--- src/rtl/gpio_pkg.sv ---
// Shared register map offsets, bus sizing and the interrupt type encoding for the GPIO IRQ block.
package gpio_pkg;

  localparam int unsigned BUS_AW = 8;
  localparam int unsigned BUS_DW = 32;

  localparam logic [BUS_AW-1:0] GPIO_IRQ_SYNC    = 8'h00;
  localparam logic [BUS_AW-1:0] GPIO_IRQ_EN      = 8'h04;
  localparam logic [BUS_AW-1:0] GPIO_IRQ_TYPE    = 8'h08;
  localparam logic [BUS_AW-1:0] GPIO_IRQ_POL     = 8'h0C;
  localparam logic [BUS_AW-1:0] GPIO_IRQ_PENDING = 8'h10;
  localparam logic [BUS_AW-1:0] GPIO_IRQ_DEBCNT  = 8'h14;

  typedef enum logic {
    IRQ_LEVEL = 1'b0,
    IRQ_EDGE  = 1'b1
  } irq_type_e;

endpackage

--- src/rtl/slave_bus_if.sv ---
// Simple single-cycle register bus: select, write enable, byte address, 32-bit data both ways.
interface slave_bus_if;
  logic        ss;
  logic        wen;
  logic [7:0]  addr;
  logic [31:0] wdata;
  logic [31:0] rdata;
  logic        bdone;

  modport slave  (input ss, wen, addr, wdata, output rdata, bdone);
  modport master (output ss, wen, addr, wdata, input rdata, bdone);
endinterface

--- src/rtl/gpio_debounce.sv ---
// Per-bit stability filter: output follows input once it has held for limit+1 cycles.
// Only built when GPIO_IRQ_DEBOUNCE_EN is defined.
`ifdef GPIO_IRQ_DEBOUNCE_EN
module gpio_debounce #(
  parameter int unsigned WIDTH = 8,
  parameter int unsigned DEB_W = 8
) (
  input  logic             clk,
  input  logic             rst_n,
  input  logic [WIDTH-1:0] din,
  input  logic [DEB_W-1:0] limit,
  output logic [WIDTH-1:0] dout
);

  logic [DEB_W-1:0] cnt [WIDTH];

  // A bit counts only while it differs from the forwarded value; returning to it restarts the count.
  always_ff @(posedge clk or negedge rst_n) begin
    if (!rst_n) begin
      dout <= '0;
      for (int i = 0; i < int'(WIDTH); i++) cnt[i] <= '0;
    end else begin
      for (int i = 0; i < int'(WIDTH); i++) begin
        if (din[i] == dout[i]) begin
          cnt[i] <= '0;
        end else if (cnt[i] == limit) begin
          dout[i] <= din[i];
          cnt[i]  <= '0;
        end else begin
          cnt[i] <= cnt[i] + DEB_W'(1);
        end
      end
    end
  end

endmodule
`endif

--- src/rtl/gpio_irq_wrapped.sv ---
// GPIO pin interrupt controller: synchronizer, edge/level pending logic, register file, irq.
// Optional debounce filter enabled with GPIO_IRQ_DEBOUNCE_EN.
module gpio_irq_wrapped
  import gpio_pkg::*;
#(
  parameter int unsigned WIDTH = 8,
  parameter int unsigned DEB_W = 8
) (
  input  logic             clk,
  input  logic             rst_n,
  slave_bus_if.slave       bus,
  input  logic [WIDTH-1:0] pins_in,
  output logic             irq
);

  logic [WIDTH-1:0] sync1, sync2, det, prev;
  logic [WIDTH-1:0] en, typ, pol, pending, pending_nxt;
  logic             we;
  logic [DEB_W-1:0] deb_cnt;
  logic             unused_wdata;

  assign we           = bus.ss && bus.wen;
  assign bus.bdone    = 1'b1;
  assign unused_wdata = ^bus.wdata[BUS_DW-1:WIDTH];

  // Two-flop synchronizer on the raw pin levels.
  always_ff @(posedge clk or negedge rst_n) begin
    if (!rst_n) begin
      sync1 <= '0;
      sync2 <= '0;
    end else begin
      sync1 <= pins_in;
      sync2 <= sync1;
    end
  end

`ifdef GPIO_IRQ_DEBOUNCE_EN
  always_ff @(posedge clk or negedge rst_n) begin
    if (!rst_n) deb_cnt <= '0;
    else if (we && bus.addr == GPIO_IRQ_DEBCNT) deb_cnt <= bus.wdata[DEB_W-1:0];
  end

  gpio_debounce #(.WIDTH(WIDTH), .DEB_W(DEB_W)) u_debounce (
    .clk   (clk),
    .rst_n (rst_n),
    .din   (sync2),
    .limit (deb_cnt),
    .dout  (det)
  );
`else
  assign deb_cnt = '0;
  assign det     = sync2;
`endif

  // Configuration registers.
  always_ff @(posedge clk or negedge rst_n) begin
    if (!rst_n) begin
      en  <= '0;
      typ <= '0;
      pol <= '0;
    end else if (we) begin
      case (bus.addr)
        GPIO_IRQ_EN:   en  <= bus.wdata[WIDTH-1:0];
        GPIO_IRQ_TYPE: typ <= bus.wdata[WIDTH-1:0];
        GPIO_IRQ_POL:  pol <= bus.wdata[WIDTH-1:0];
        default: ;
      endcase
    end
  end

  // Edge bits are sticky with W1C (a fresh edge beats a clear); level bits track the pin.
  always_comb begin
    pending_nxt = pending;
    for (int i = 0; i < int'(WIDTH); i++) begin
      if (irq_type_e'(typ[i]) == IRQ_EDGE) begin
        pending_nxt[i] = ((det[i] != prev[i]) && (det[i] == pol[i])) ||
                         (pending[i] && !(we && bus.addr == GPIO_IRQ_PENDING && bus.wdata[i]));
      end else begin
        pending_nxt[i] = (det[i] == pol[i]);
      end
    end
  end

  always_ff @(posedge clk or negedge rst_n) begin
    if (!rst_n) begin
      prev    <= '0;
      pending <= '0;
      irq     <= 1'b0;
    end else begin
      prev    <= det;
      pending <= pending_nxt;
      irq     <= |(pending & en);
    end
  end

  // Combinational read mux; unmapped offsets return zero.
  always_comb begin
    bus.rdata = '0;
    case (bus.addr)
      GPIO_IRQ_SYNC:    bus.rdata = BUS_DW'(sync2);
      GPIO_IRQ_EN:      bus.rdata = BUS_DW'(en);
      GPIO_IRQ_TYPE:    bus.rdata = BUS_DW'(typ);
      GPIO_IRQ_POL:     bus.rdata = BUS_DW'(pol);
      GPIO_IRQ_PENDING: bus.rdata = BUS_DW'(pending);
      GPIO_IRQ_DEBCNT:  bus.rdata = BUS_DW'(deb_cnt);
      default:          bus.rdata = '0;
    endcase
  end

endmodule

--- src/flat_wrapper.sv ---
// flat-port wrapper written by rule: the top's interface ports become plain ports
module gpio_irq_wrapped_flat import gpio_pkg::*;
#(
  parameter int unsigned WIDTH = 8,
  parameter int unsigned DEB_W = 8
)
  (clk, rst_n, pins_in, irq, bus_ss, bus_wen, bus_addr, bus_wdata, bus_rdata, bus_bdone);
  slave_bus_if bus_i ();
  input  logic clk;
  input  logic rst_n;
  input  logic [WIDTH-1:0] pins_in;
  output logic irq;
  input wire logic [$bits(bus_i.ss)-1:0] bus_ss;
  input wire logic [$bits(bus_i.wen)-1:0] bus_wen;
  input wire logic [$bits(bus_i.addr)-1:0] bus_addr;
  input wire logic [$bits(bus_i.wdata)-1:0] bus_wdata;
  output wire logic [$bits(bus_i.rdata)-1:0] bus_rdata;
  output wire logic [$bits(bus_i.bdone)-1:0] bus_bdone;
  assign bus_i.ss = bus_ss;
  assign bus_i.wen = bus_wen;
  assign bus_i.addr = bus_addr;
  assign bus_i.wdata = bus_wdata;
  assign bus_rdata = bus_i.rdata;
  assign bus_bdone = bus_i.bdone;
  gpio_irq_wrapped #(.WIDTH(WIDTH), .DEB_W(DEB_W)) u_core (.clk(clk), .rst_n(rst_n), .bus(bus_i), .pins_in(pins_in), .irq(irq));
endmodule
--- config.mk ---
export PLATFORM = sky130hd
export DESIGN_NAME = gpio_irq_wrapped_flat
export DESIGN_NICKNAME = d
export VERILOG_FILES = /design/src/rtl/gpio_pkg.sv /design/src/rtl/slave_bus_if.sv /design/src/rtl/gpio_debounce.sv /design/src/rtl/gpio_irq_wrapped.sv /design/src/flat_wrapper.sv
export SDC_FILE = /design/constraint.sdc
export NUM_CORES = 1
export LEC_CHECK = 0
export CAP_MARGIN = 15
export CORE_ASPECT_RATIO = 0.8
export CORE_UTILIZATION = 40
export DETAILED_ROUTE_END_ITERATION = 10
export HOLD_SLACK_MARGIN = 0.15
export PLACE_DENSITY = 0.72
export SLEW_MARGIN = 20
export SYNTH_ARGS = -nofsm -noshare
export SYNTH_HDL_FRONTEND = slang
export SYNTH_SLANG_ARGS = --single-unit
--- constraint.sdc ---
create_clock -name clk -period 1.9 [get_ports clk]
set_input_delay 0.38 -clock clk [delete_from_list [all_inputs] [get_ports clk]]
set_output_delay 0.38 -clock clk [all_outputs]
set_load 0.01 [all_outputs]
==> results of run 1 <==
synth_stat cells:
cell type,number
dfrtp_1,57
buf_4,25
nand2_1,18
mux2_4,16
mux2i_1,16
nor3_1,16
a22oi_1,12
nand2b_1,9
nor2_1,9
a21boi_0,8
mux2_2,8
nor4_1,8
o21ai_0,8
a211o_1,7
buf_6,4
clkbuf_1,4
or3_1,4
buf_1,3
conb_1,2
or4_1,2
a21o_1,1
buf_2,1
nand3_1,1
nand3b_1,1
nand4_1,1
o22ai_1,1
or4b_4,1
metrics by stage:
| stage | setup slack, ns | power (mW) | hold WS [ns] | setup TNS, ns |
|---|---|---|---|---|
| 2_1_floorplan | -0.1516 | 1.476 | 0.08441 | -1.946 |
| 3_3_place_gp | -0.8636 | 1.563 | 0.3322 | -20.32 |
| 3_5_place_dp | -0.9244 | 1.570 | 0.3347 | -21.23 |
| 4_1_cts | -0.1715 | 2.611 | 0.3481 | -0.9653 |
| 5_1_grt | -0.2044 | 2.711 | 0.3557 | -1.515 |
| 6_report | -0.1697 | 2.593 | 0.3410 | -1.034 |
power groups by stage:
stage	clock (mW)	combinational (mW)	sequential, mW
floorplan	0	0.162	1.31
global placement	0	0.241	1.32
detailed placement	0	0.245	1.32
CTS	1.02	0.289	1.30
global route	1.08	0.325	1.31
finish	0.990	0.299	1.30
final cells by class:
class	count	area [um2]
clock buffer	13	168.9
tap	84	105.1
timing repair buffer	65	660.6
fill	530	2892
sequential	57	1426
multi-input combinational	172	1351
worst max-delay path: cells and delay by family:
family          cells  cell delay (ns)
buf+inv             3             0.41
compound gates      1             0.15
simple gates        2             0.75
cells by family after synthesis:
family,Yosys count
AND/OR/NAND/NOR,70
other,2
flip-flops,57
multiplexers,40
AO/OA/AOI/OAI,37
buffers and inverters,37
final timing paths:
kind / cells after the start / to / startpoint
max: 6 / bus_rdata[7] / bus_addr[1]
min: 0 / u_core.det[0] / u_core.sync1[0]
max reg2reg: 3 / u_core.pending[0] / u_core.det[0]
min reg2reg: 0 / u_core.det[0] / u_core.sync1[0]
max in group asynchronous: 3 / u_core.sync1[0] / rst_n
min in group asynchronous: 3 / u_core.typ[6] / rst_n
metal layers:
layer,routed length [um],vias up,track usage [%]
li1,-,945,-
met1,2918,978,26.02
met2,2968,88,28.21
met3,489,8,6.151
met4,73,0,6.716
met5,0,-,0
flip-flops by register name (all words and copies together), names as in the netlist:
register / flops
u_core.det: 8
u_core.en: 8
u_core.irq: 1
u_core.pending: 8
u_core.pol: 8
u_core.prev: 8
u_core.sync1: 8
u_core.typ: 8
repair_timing:
action                     in CTS  in global routing
gates resized for setup        94                 12
hold buffers                    1                  0
setup endpoints to repair      32                 17
buffers inserted                6                  6
hold endpoints to repair       57                  0
cloned                          3                  0
pin swaps                      18                 14
==> run_results.csv, run 1 <==
group,metric,value,unit
timing,setup_ws,-0.1697,ns
pwr,ir_drop,489.8,uV
pwr,p_per_area,698.5,mW/mm2
grt,grt_pass1_vias,1966,
cells_and_area,final_common_cell,"dfrtp_1",
synthesis,synth_top_cell_by_area,"dfrtp_1",
cells_and_area,final_layout_size_suffix_gt1_share,33.22,%
synthesis,synth_fa_ha_area_share,0,%
hold_path,hp-class,"register to register",
floorplan,core-area,0.006604,mm2
synthesis,ys_ff_latch,57,
synthesis,syn_inst,243,
synthesis,synthSimpleGateAreaFrac,12.81,%
detailed_routing,num_vias,2019,
detailed_routing,drc_errors,0,
grt,grt_max_degree,58,
cells_and_area,final_cells,391,
placed_design,dp_cells,364,
synthesis,synthXorXnorAreaFrac,0,%
detailed_routing,antenna_left,0,
pwr,p_sw,0.6193,mW
clock_tree,clk_path_buf_depth,2,
detailed_routing,first_pass_iters,5,
critical_path,rrSetupSlack,0.91,ns
clock_tree,clock_latency,0.34,ns
grt,track_usage,19.05,%
cells_and_area,layout_common_cells,"dfrtp_1 (57), conb_1 (25), clkdlybuf4s50_1 (19), nand2_1 (18), mux2_4 (17)",
grt,grt_pass1_wl,10.22,mm
critical_path,endpoint_kind,"output pin",
timing,drv_slew,0,
synthesis,postSynthAreaPerCell,11.58,um2
timing,finalCriticalPeriod,2.070,ns
pwr,seq_power_share,50.3,%
floorplan,ios,86,
cells_and_area,utilization,56.21,%
synthesis,synth_warnings,0,
detailed_routing,drt-wirelength-per-cell,16.49,um
detailed_routing,drt_iter0_drc,111,
cells_and_area,fin_nets,357,
timing,fin_skew,0.005092,ns
critical_path,critical_path.max_stage_delay,0.59,ns
floorplan,row_count,26,
critical_path,crit_arrival,1.69,ns
clock_tree,cts_made_buffers,9,
critical_path,cp_slowest_cell,"or4b_4",
synthesis,ys_top_cells_by_area,"dfrtp_1 (51%), mux2_4 (8.5%), buf_4 (6.7%)",
placed_design,hpwlAfterDp,3.974,mm
critical_path,cp.required,1.52,ns
grt,grt_antenna_before_repair,0,
critical_path,cp_max_fo,5,
placed_design,gp_congestion,0.7923,
critical_path,worst-setup-path-type,"input port to output pin",
synthesis,synth_cell_type_count,27,
synthesis,synthMuxAreaShare,17.43,%
critical_path,path_cells,"buf_6, or4b_4, buf_12, nor3_4, a211o_1, buf_2",
floorplan,dieArea,0.007377,mm2
timing,period_share,108.9,%
clock_tree,clk_pin_slew_worst_paths,0.06,ns
pwr,clkPwrFrac,38.2,%
clock_tree,h-tree-depth,3,
placed_design,placed_area,0.003239,mm2
pwr,p_comb_share,11.5,%
timing,finalSetupViolations,16,
cells_and_area,area_growth,31.93,%
pwr,switching_share,23.88,%
floorplan,die_h,77.02,um
detailed_routing,drt_wl_total,6.449,mm
floorplan,die_w,95.78,um
floorplan,initial_core_util,42.61,%
grt,grt.overflow.total,0,
synthesis,syn-cell-area,0.002814,mm2
flow_run,drv_cap,0,
clock_tree,cts_num_sinks,57,
timing,hold_viol,0,
timing,max_freq,483.2,MHz
synthesis,synth.yosys.seq_area_share,50.69,%
pwr,p_int,1.974,mW
synthesis,synth_top_area_share,50.69,%
critical_path,cp-start-kind,"input port",
clock_tree,tritoncts,"built",
cells_and_area,fin_area,0.003712,mm2
placed_design,port_buffers,36,
pwr,leakage,1.843,nW
synthesis,synth_top_family_by_area,"multiplexers",
clock_tree,cts_root_buf,"clkbuf_8",
status,violations,"negative setup slack",
detailed_routing,viasPerCell,5.164,
timing,rsz0062_at_grt,"true",
synthesis,synth_compound_area_share,9.426,%
status,status,"finished, violations left",
cells_and_area,antenna_cells,0,
No activity file was read; power rests on OpenSTA's default activity.
==> run 2, diff against run 1 <==
DONT_BUFFER_PORTS = 1   (was not set)
PLACE_DENSITY = 0.55   (was 0.72)
==> run_results.csv, run 2 (synthesized netlist as in run 1, its figures left out) <==
group,metric,value,unit
status,status,"finished, final reports clean",
detailed_routing,viasPerCell,5.108,
clock_tree,cts_num_sinks,57,
timing,drv_slew,0,
pwr,p_comb_share,6.8,%
critical_path,r2r-end,"u_core.pending[3]",
critical_path,rr_startpoint,"u_core.det[3]",
timing,holdWs,0.1869,ns
pwr,leakage,1.538,nW
timing,max_freq,534.7,MHz
hold_path,hp-class,"input port to register",
cells_and_area,final_layout_size_suffix_gt1_share,20.45,%
clock_tree,h-tree-depth,3,
clock_tree,cts_made_buffers,9,
flow_run,drv_cap,0,
floorplan,initial_core_util,42.61,%
detailed_routing,num_vias,1803,
floorplan,die_h,77.02,um
clock_tree,clk_pin_slew_worst_paths,0.07,ns
clock_tree,cts_root_buf,"clkbuf_8",
clock_tree,clk_path_buf_depth,2,
clock_tree,post_cts_buffers,0,
timing,rsz0062_at_grt,"true",
cells_and_area,utilization,47.99,%
grt,grt.overflow.total,0,
cells_and_area,final_common_cell,"dfrtp_1",
pwr,switching_share,22.88,%
detailed_routing,first_pass_iters,4,
grt,grt_pass1_wl,9.411,mm
clock_tree,clock_latency,0.34,ns
critical_path,crit_end,"bus_rdata[3]",
detailed_routing,drt_iter0_drc,108,
timing,period_share,98.42,%
critical_path,crit_arrival,1.49,ns
detailed_routing,drc_errors,0,
floorplan,row_count,26,
pwr,ir_drop,465.3,uV
critical_path,rrSetupSlack,0.94,ns
pwr,seq_power_share,50.7,%
placed_design,port_buffers,0,
cells_and_area,layout_common_cells,"dfrtp_1 (57), conb_1 (25), nand2_1 (18), mux2i_1 (16), mux2_4 (16)",
pwr,p_sw,0.5887,mW
floorplan,die_w,95.78,um
timing,fin_skew,0.008251,ns
pwr,p_int,1.984,mW
critical_path,cp.required,1.52,ns
cells_and_area,antenna_cells,0,
cells_and_area,fin_nets,316,
placed_design,gp_congestion,0.7246,
timing,finalCriticalPeriod,1.870,ns
detailed_routing,drt_wl_total,5.884,mm
floorplan,ios,86,
critical_path,worstRegToRegCells,3,
critical_path,setup.worst_path.start,"bus_addr[2]",
critical_path,cp-start-kind,"input port",
pwr,power,2.573,mW
detailed_routing,antenna_left,0,
critical_path,worst-setup-path-type,"input port to output pin",
grt,track_usage,17.39,%
grt,grt_max_degree,58,
cells_and_area,area_growth,12.63,%
grt,grt_pass1_vias,1774,
critical_path,endpoint_kind,"output pin",
pwr,p_per_area,811.9,mW/mm2
timing,hold_viol,0,
pwr,clkPwrFrac,42.5,%
floorplan,dieArea,0.007377,mm2
placed_design,hpwlAfterDp,3.915,mm
clock_tree,tritoncts,"built",
floorplan,core-area,0.006604,mm2
detailed_routing,drt-wirelength-per-cell,16.67,um
critical_path,cp_max_fo,5,
grt,grt_antenna_before_repair,0,
timing,finalSetupViolations,0,
[run 2: final cells by class]
class / count / area [um2]
multi-input combinational: 172 / 1226
fill: 613 / 3435
timing repair buffer: 24 / 222.7
tap: 84 / 105.1
clock buffer: 13 / 148.9
sequential: 57 / 1426
clock inverter: 3 / 40.04
[run 2: how the worst min path moves through the flow]
stage | from | endpoint | cells after the start
finish | bus_wdata[4] | u_core.en[4] | 1
global route | bus_wdata[4] | u_core.en[4] | 1
global placement | rst_n | u_core.prev[2] | 0
CTS | bus_wdata[4] | u_core.en[4] | 1
floorplan | rst_n | u_core.det[0] | 0
detailed placement | rst_n | u_core.prev[2] | 0
[run 2: stage by stage]
| step | cell area, um2 | setup slack [ns] | cells | setup TNS [ns] |
|---|---|---|---|---|
| 4_1_cts | 3158 | 0.01608 | 353 | 0 |
| 3_3_place_gp | 2851 | -0.04772 | 327 | -0.2907 |
| 3_5_place_dp | 2851 | -0.04494 | 327 | -0.2530 |
| 2_1_floorplan | 2930 | -0.1516 | 266 | -1.946 |
| 6_report | 3169 | 0.02993 | 353 | 0 |
| 5_1_grt | 3169 | -0.01390 | 353 | -0.02780 |
[run 2: worst max-delay path: stages]
cell	delay [ns]
or3_1	0.41
buf_4	0.17
nor3_4	0.16
buf_4	0.17
a211o_1	0.20
[run 2: repair_timing]
action                     in CTS  in global routing
hold buffers                   10                  0
resized for setup               0                  2
setup endpoints to repair       0                  5
hold endpoints to repair       65                  0
[run 2: power groups by stage]
stage / Clock, mW / Combinational [mW] / Sequential [mW]
global placement: 0 / 0.126 / 1.32
finish: 1.09 / 0.175 / 1.30
detailed placement: 0 / 0.128 / 1.33
floorplan: 0 / 0.162 / 1.31
global route: 1.20 / 0.198 / 1.31
CTS: 1.14 / 0.175 / 1.30
[run 2: routing by layer]
layer	GRT usage, %	part of all wire [%]	up-vias
met5	0	0	-
met4	4.478	0.58	0
met3	7.738	8.5	5
met2	23.21	42	60
met1	25.30	49	877
li1	-	-	861
==> run 3, diff against run 2 <==
DONT_BUFFER_PORTS = not set   (was 1)
PLACE_DENSITY = 0.72   (was 0.55)
==> results of run 3 <==
No change in the layout: final DEF, timing and power equal those of run 1.
